[src/rtl/muldiv_seq.sv]
// ---------------------------------------------------------------------------
// MulDivSeq: multi-cycle sequencer for the HI/LO arithmetic unit.
//
// MULT/MULTU run as shift-add and DIV/DIVU as restoring division, one bit per
// clock. The operands are converted to magnitudes when the operation starts,
// and the sign is corrected in a single FIX cycle at the end. busy lets the
// execute stage stall. done pulses for one cycle when {hi,lo} becomes valid.
//
// Ports:
//   clk     in   1       clock, rising edge
//   resetn  in   1       asynchronous, active-low reset
//   start   in   1       issue request, sampled only in IDLE or DONE
//   op      in   2       00 MULT, 01 MULTU, 10 DIV, 11 DIVU
//   src1    in   DATA_W  multiplicand / dividend
//   src2    in   DATA_W  multiplier / divisor
//   cancel  in   1       flush, aborts any operation in flight
//   busy    out  1       high while CALC or FIX
//   done    out  1       one-cycle pulse, hi/lo valid from this cycle on
//   hi      out  DATA_W  product upper half / remainder
//   lo      out  DATA_W  product lower half / quotient
// ---------------------------------------------------------------------------
module muldiv_seq #(
    parameter int DATA_W = 32,
    parameter int CNT_W  = 6
) (
    input  logic              clk,
    input  logic              resetn,
    input  logic              start,
    input  logic [1:0]        op,
    input  logic [DATA_W-1:0] src1,
    input  logic [DATA_W-1:0] src2,
    input  logic              cancel,
    output logic              busy,
    output logic              done,
    output logic [DATA_W-1:0] hi,
    output logic [DATA_W-1:0] lo
);

    typedef enum logic [1:0] {
        IDLE = 2'd0,
        CALC = 2'd1,
        FIX  = 2'd2,
        DONE = 2'd3
    } state_t;

    state_t                  state_q, state_d;
    logic [CNT_W-1:0]        cnt_q, cnt_d;
    logic                    isDiv_q, isDiv_d;
    logic                    negRes_q, negRes_d;
    logic                    negRem_q, negRem_d;
    logic                    divZero_q, divZero_d;
    logic [DATA_W-1:0]       opb_q, opb_d;
    logic [2*DATA_W-1:0]     acc_q, acc_d;
    logic [DATA_W-1:0]       hi_q, hi_d;
    logic [DATA_W-1:0]       lo_q, lo_d;

    logic                    acceptStart;
    logic                    lastIter;
    logic                    isSignedOp;
    logic                    src1Neg;
    logic                    src2Neg;
    logic [DATA_W-1:0]       src1Mag;
    logic [DATA_W-1:0]       src2Mag;

    logic [DATA_W:0]         mulSum;
    logic [2*DATA_W-1:0]     mulNext;
    logic [DATA_W:0]         divShifted;
    logic                    divFits;
    logic [DATA_W-1:0]       divRem;
    logic [2*DATA_W-1:0]     divNext;

    logic [2*DATA_W-1:0]     prodFix;
    logic [DATA_W-1:0]       quotFix;
    logic [DATA_W-1:0]       remFix;

    // Issue decode: a start is only taken when no operation is in flight,
    // and cancel in the same cycle always wins over it.
    always_comb begin
        acceptStart = start & ~cancel & ((state_q == IDLE) | (state_q == DONE));
        lastIter    = (cnt_q == CNT_W'(DATA_W - 1));
        isSignedOp  = ~op[0];
        src1Neg     = isSignedOp & src1[DATA_W-1];
        src2Neg     = isSignedOp & src2[DATA_W-1];
        src1Mag     = src1Neg ? -src1 : src1;
        src2Mag     = src2Neg ? -src2 : src2;
    end

    // One iteration of each algorithm on the shared accumulator.
    // Multiply keeps {partial product, remaining multiplier} and shifts right.
    // Divide keeps {partial remainder, remaining dividend / quotient bits}
    // and shifts left; the remainder always stays below the divisor, so the
    // subtraction only needs the low DATA_W bits.
    always_comb begin
        mulSum     = {1'b0, acc_q[2*DATA_W-1:DATA_W]} + {1'b0, opb_q};
        mulNext    = acc_q[0] ? {mulSum, acc_q[DATA_W-1:1]}
                              : {1'b0, acc_q[2*DATA_W-1:1]};
        divShifted = {acc_q[2*DATA_W-1:DATA_W], acc_q[DATA_W-1]};
        divFits    = (divShifted >= {1'b0, opb_q});
        divRem     = divFits ? (divShifted[DATA_W-1:0] - opb_q)
                             : divShifted[DATA_W-1:0];
        divNext    = {divRem, acc_q[DATA_W-2:0], divFits};
    end

    // Sign correction of the magnitude results. A zero divisor forces the
    // quotient to all ones; the remainder then already equals the raw
    // dividend because it carries the dividend's sign.
    always_comb begin
        prodFix = negRes_q ? -acc_q : acc_q;
        remFix  = negRem_q ? -acc_q[2*DATA_W-1:DATA_W] : acc_q[2*DATA_W-1:DATA_W];
        if (divZero_q) begin
            quotFix = '1;
        end else if (negRes_q) begin
            quotFix = -acc_q[DATA_W-1:0];
        end else begin
            quotFix = acc_q[DATA_W-1:0];
        end
    end

    // Next-state logic and status outputs.
    always_comb begin
        state_d = state_q;
        busy    = 1'b0;
        done    = 1'b0;
        unique case (state_q)
            IDLE: begin
                if (acceptStart) begin
                    state_d = CALC;
                end
            end
            CALC: begin
                busy = 1'b1;
                if (lastIter) begin
                    state_d = FIX;
                end
            end
            FIX: begin
                busy    = 1'b1;
                state_d = DONE;
            end
            DONE: begin
                done    = 1'b1;
                state_d = acceptStart ? CALC : IDLE;
            end
            default: begin
                state_d = IDLE;
            end
        endcase
        if (cancel) begin
            state_d = IDLE;
        end
    end

    // Datapath next values: operand latch on accepted start, one iteration
    // per CALC cycle, and the result registers loaded only from FIX.
    always_comb begin
        cnt_d     = cnt_q;
        isDiv_d   = isDiv_q;
        negRes_d  = negRes_q;
        negRem_d  = negRem_q;
        divZero_d = divZero_q;
        opb_d     = opb_q;
        acc_d     = acc_q;
        hi_d      = hi_q;
        lo_d      = lo_q;

        if (acceptStart) begin
            cnt_d     = '0;
            isDiv_d   = op[1];
            negRes_d  = src1Neg ^ src2Neg;
            negRem_d  = src1Neg;
            divZero_d = op[1] & (src2 == '0);
            if (op[1]) begin
                acc_d = {{DATA_W{1'b0}}, src1Mag};
                opb_d = src2Mag;
            end else begin
                acc_d = {{DATA_W{1'b0}}, src2Mag};
                opb_d = src1Mag;
            end
        end else if (state_q == CALC) begin
            cnt_d = cnt_q + CNT_W'(1);
            acc_d = isDiv_q ? divNext : mulNext;
        end else if ((state_q == FIX) && !cancel) begin
            if (isDiv_q) begin
                hi_d = remFix;
                lo_d = quotFix;
            end else begin
                hi_d = prodFix[2*DATA_W-1:DATA_W];
                lo_d = prodFix[DATA_W-1:0];
            end
        end
    end

    // State and datapath registers.
    always_ff @(posedge clk or negedge resetn) begin
        if (!resetn) begin
            state_q   <= IDLE;
            cnt_q     <= '0;
            isDiv_q   <= 1'b0;
            negRes_q  <= 1'b0;
            negRem_q  <= 1'b0;
            divZero_q <= 1'b0;
            opb_q     <= '0;
            acc_q     <= '0;
            hi_q      <= '0;
            lo_q      <= '0;
        end else begin
            state_q   <= state_d;
            cnt_q     <= cnt_d;
            isDiv_q   <= isDiv_d;
            negRes_q  <= negRes_d;
            negRem_q  <= negRem_d;
            divZero_q <= divZero_d;
            opb_q     <= opb_d;
            acc_q     <= acc_d;
            hi_q      <= hi_d;
            lo_q      <= lo_d;
        end
    end

    assign hi = hi_q;
    assign lo = lo_q;

endmodule

[config.mk]
export PLATFORM = sky130hd
export DESIGN_NAME = muldiv_seq
export DESIGN_NICKNAME = d
export VERILOG_FILES = /design/src/rtl/muldiv_seq.sv
export SDC_FILE = /design/constraint.sdc
export NUM_CORES = 1
export LEC_CHECK = 0
export ABC_AREA = 1
export CAP_MARGIN = 15
export CORE_MARGIN = 1
export CORE_UTILIZATION = 55
export DETAILED_ROUTE_END_ITERATION = 12
export PLACE_DENSITY = 0.76
export SLEW_MARGIN = 0
export SYNTH_ARGS = -nofsm -noshare
export SYNTH_HDL_FRONTEND = slang
export SYNTH_SLANG_ARGS = --single-unit
[constraint.sdc]
create_clock -name clk -period 4.21 [get_ports clk]
set_clock_uncertainty 0.05 [all_clocks]
set_input_delay 0.6315 -clock clk [delete_from_list [all_inputs] [get_ports clk]]
set_output_delay 0.6315 -clock clk [all_outputs]
set_load 0.01 [all_outputs]
==> summary.md <==
| Metric | Value |
|---|---|
| Status | completed |
| Final routed DRC violation total | 0 |
| Register area share after synthesis | 24.2% |
| NetSw | between 9 and 10 mW |
| Reg-to-reg slack, setup | approximately 1.2 ns |
| WS Path Type | reg -> reg |
| CTS clk-pin slew, worst paths | 0.08 ns |
| Net Count, Synth | roughly 3,200 |
| Drt initial violations | 2,592 |
| Antenna violations before repair | 0 |
| Worst min path class | in -> async |
| Final hold slack | 0.104 ns |
| Ys flop type | dfrtp_1 |
| RSZ-0062 raised after global routing | no |
| Row cnt | between 60 and 70 |
| Final period util | around 72% |
| Crit path DAT | 3.41 ns |
| Pint | a little over 7 mW |
| GR Util All Layers | a little over two fifths |
| Final Total Pwr | between 15 and 20 mW |
| Synth unique cells | 56 |
| Post-cts resize count | 0 |
| CTS tree | done |
| Antenna Diode Count | 0 |
| First-pass GRT wire length | 107 mm |
| Io pins | between 100 and 150 |
| Fin Setup TNS | 0 ns |
| Inst Count DP | about 3,500 |
| Pleak | between 10 and 15 nW |
| Synth async-reset ratio | 100% |
| Vias per cell | ~5.9 |
| Worst path required time | around 4.6 ns |
| Main area contributors after synthesis | dfrtp_1, nand2_1, inv_1 |
| Net Sw Frac | a little under three fifths |
| Critical R2R Launch | acc_q[32] |
| Critical Path End | acc_q[63] |
| Synthesized area per cell | approximately 5.9 µm² |
| Number of H-tree levels | 4 |
| Post-CTS Setup Repair Bufs | 0 |
| Drt total wl | 69.9 mm |
| Seq cells post-synth | approximately 170 |
| Layout Area Growth over Synthesis | 13.0% |
| Vias in the first global route | roughly 19,000 |
| Placer Congestion | between 1 and 1.5 |
| Later-pin clock latency in the skew report | ~0.47 ns |
| Hold buffers post-CTS | 0 |
| Tmin final | 3.05 ns |
| M1 wire length | roughly 27 mm |
| Startpoint Class | flip-flop |
| Worst reg2reg path endpoint | acc_q[63] |
| Clock buffer count from CTS | 17 |
| DP HPWL | ~56 mm |
| Kind of end point of the critical path | flip-flop |
| Hold Vio Cnt, Final | 0 |
| Max VDD drop | approximately 670 µV |
| Warnings, synthesis | 0 |
| Reg power frac | a little over a fifth |
| Core region area | about 32,000 µm² |
| Synth top area share | 24.2% |
| Highest metal used | met4 |
| Cell depth of the worst flop-to-flop path | 16 |
| Post-Syn Area | around 18,000 µm² |
| Post-synth top area cell | dfrtp_1 |
| MaxCap Viol Count | 0 |
| Post-route non-filler standard cell count | ~3,500 |
| Layout cells sized above 1 | 3.71% |
| Measured slew at the worst slew-check pin | between 1 and 1.5 ns |
| Max-slew violation count | 0 |
| Largest net degree at the start of global routing | a little over 70 |
| IO buf count | ~140 |
| Routed wire per std cell | a little under 20 µm |
| Pre-antenna DRT Iters | 6 |
| Via count | ~21,000 |
| Gr ovfl total | 0 |
| Gate Count Post-Synth | about 3,000 |
| Crit-path max FO | 8 |
| ANT nets after route | 0 |
| Fin nets | between 3,000 and 4,000 |
| Clk network pwr share | under 10% |
| Clock buffer depth | 2 |
| Comb power frac | a little over two thirds |
| CTS sink count | around 170 |
| Beginning of the critical path | acc_q[32] |
| Final setup fails | 0 |
| Die Y | 182 µm |
| Max transition margin | roughly 27% |
| Met3 WL | between 7 and 8 mm |
| Die ar. | approximately 33,000 µm² |
| Max Fclk | roughly 330 MHz |
| Clock Tree Root | clkbuf_16 |
| PwrDens | 843 nW/µm² |
| Met2 wire len | 30.8 mm |
| Starting Density | ~56% |
| Die X | roughly 180 µm |
| Number of synthesized flops with an enable pin | 0 |
-- final cells by class --
cell class              count  area, µm²
clock buffers              20        447
clock inverters            12        118
fillers                  3012      11600
inverters                 450       1690
multi-input cells        2303      11400
flip-flops and latches    172       4310
well taps                 402        503
repair buffers            167       1610
-- flip-flops by register name (all words and copies together), names as in the netlist --
name	count
state_q	2
negRes_q	1
lo	32
hi	32
cnt_q	6
opb_q	32
isDiv_q	1
negRem_q	1
acc_q	64
divZero_q	1
-- through the flow --
stage,cell area (µm²),setup WS [ns],util (%)
final,20100,1.16,63.4
after global routing,20100,0.955,63.4
after CTS,20100,1.31,63.4
after detailed placement,19500,1.05,61.7
after global placement,19500,1.06,61.7
after floorplan,17800,2.03,-
-- cells in the mapped netlist, types with 38 or more instances --
| library cell | n |
|---|---|
| xor2_1 | 72 |
| o211ai_1 | 46 |
| nor3_1 | 38 |
| inv_1 | 436 |
| ha_1 | 74 |
| nand3_1 | 272 |
| nor2_1 | 270 |
| clkbuf_1 | 58 |
| o21ai_0 | 85 |
| a21oi_1 | 134 |
| nand2_1 | 1078 |
| dfrtp_1 | 172 |
-- power by group through the flow --
stage,combinational (mW),clock [mW],sequential (mW)
2_1_floorplan,7.91,0,3.15
3_3_place_gp,11.2,0,3.45
3_5_place_dp,11.4,0,3.47
4_1_cts,11.5,1.59,3.45
5_1_grt,12.9,1.64,3.56
6_report,11.8,1.60,3.54
-- worst min-delay path by stage --
stage / end / slack [ns] / startpoint / cells past startpoint
after floorplan: acc_q[0] / 0.29 / resetn / 0
final: cnt_q[3] / 0.10 / resetn / 1
after detailed placement: hi[27] / 0.41 / hi[27] / 2
after global routing: cnt_q[3] / 0.17 / resetn / 1
after CTS: cnt_q[3] / 0.14 / resetn / 1
after global placement: hi[27] / 0.41 / hi[27] / 2
-- per-layer routing --
metal | global-route usage [%] | vias to the layer above
met5 | 0 | -
met4 | 22.2 | 0
met3 | 8.50 | 263
met2 | 67.5 | 1328
met1 | 54.7 | 9520
li1 | - | 9858
-- cells by family (layout without fill, tap and decap cells) --
logic type,Yosys count,after routing,share of synthesized area [%]
DFF,172,172,24.2
and+or+nand+nor,1756,1756,41.1
buffers and inverters,535,649,11.6
xor gates and xnor gates,87,87,4.29
adders and majority gates,76,76,5.44
AOI/OAI and AO/OA,384,384,13.3
-- layout by cell type, fill, tap and decap left out, drive strengths merged, types with 12 or more instances in the layout --
master,instances
nand2,1085
nand3,274
dfrtp,172
nand4,31
nor3,39
ha,74
xor2,72
o211ai,46
clkdlybuf4s50,134
nand3b,22
clkbuf,20
a221oi,25
o21ai,104
nor2,286
buf,33
inv,457
a21oi,134
xnor2,15
a2bb2oi,12
-- worst max-delay path: stages (launching register included) --
cell and delay, ns:
dfrtp_1 0.63, ha_1 0.43, inv_1 0.10, fa_1 0.37, inv_1 0.21, nand3_1 0.11
nand3_1 0.16, nand2_1 0.07, nand3_1 0.19, nand2_1 0.11, nand2_1 0.12, nand2_1 0.07
nand2_1 0.06, nand2_1 0.05, a21oi_1 0.15, nand2_1 0.06, nand2_1 0.05
No activity file was read; power rests on OpenSTA's default activity.
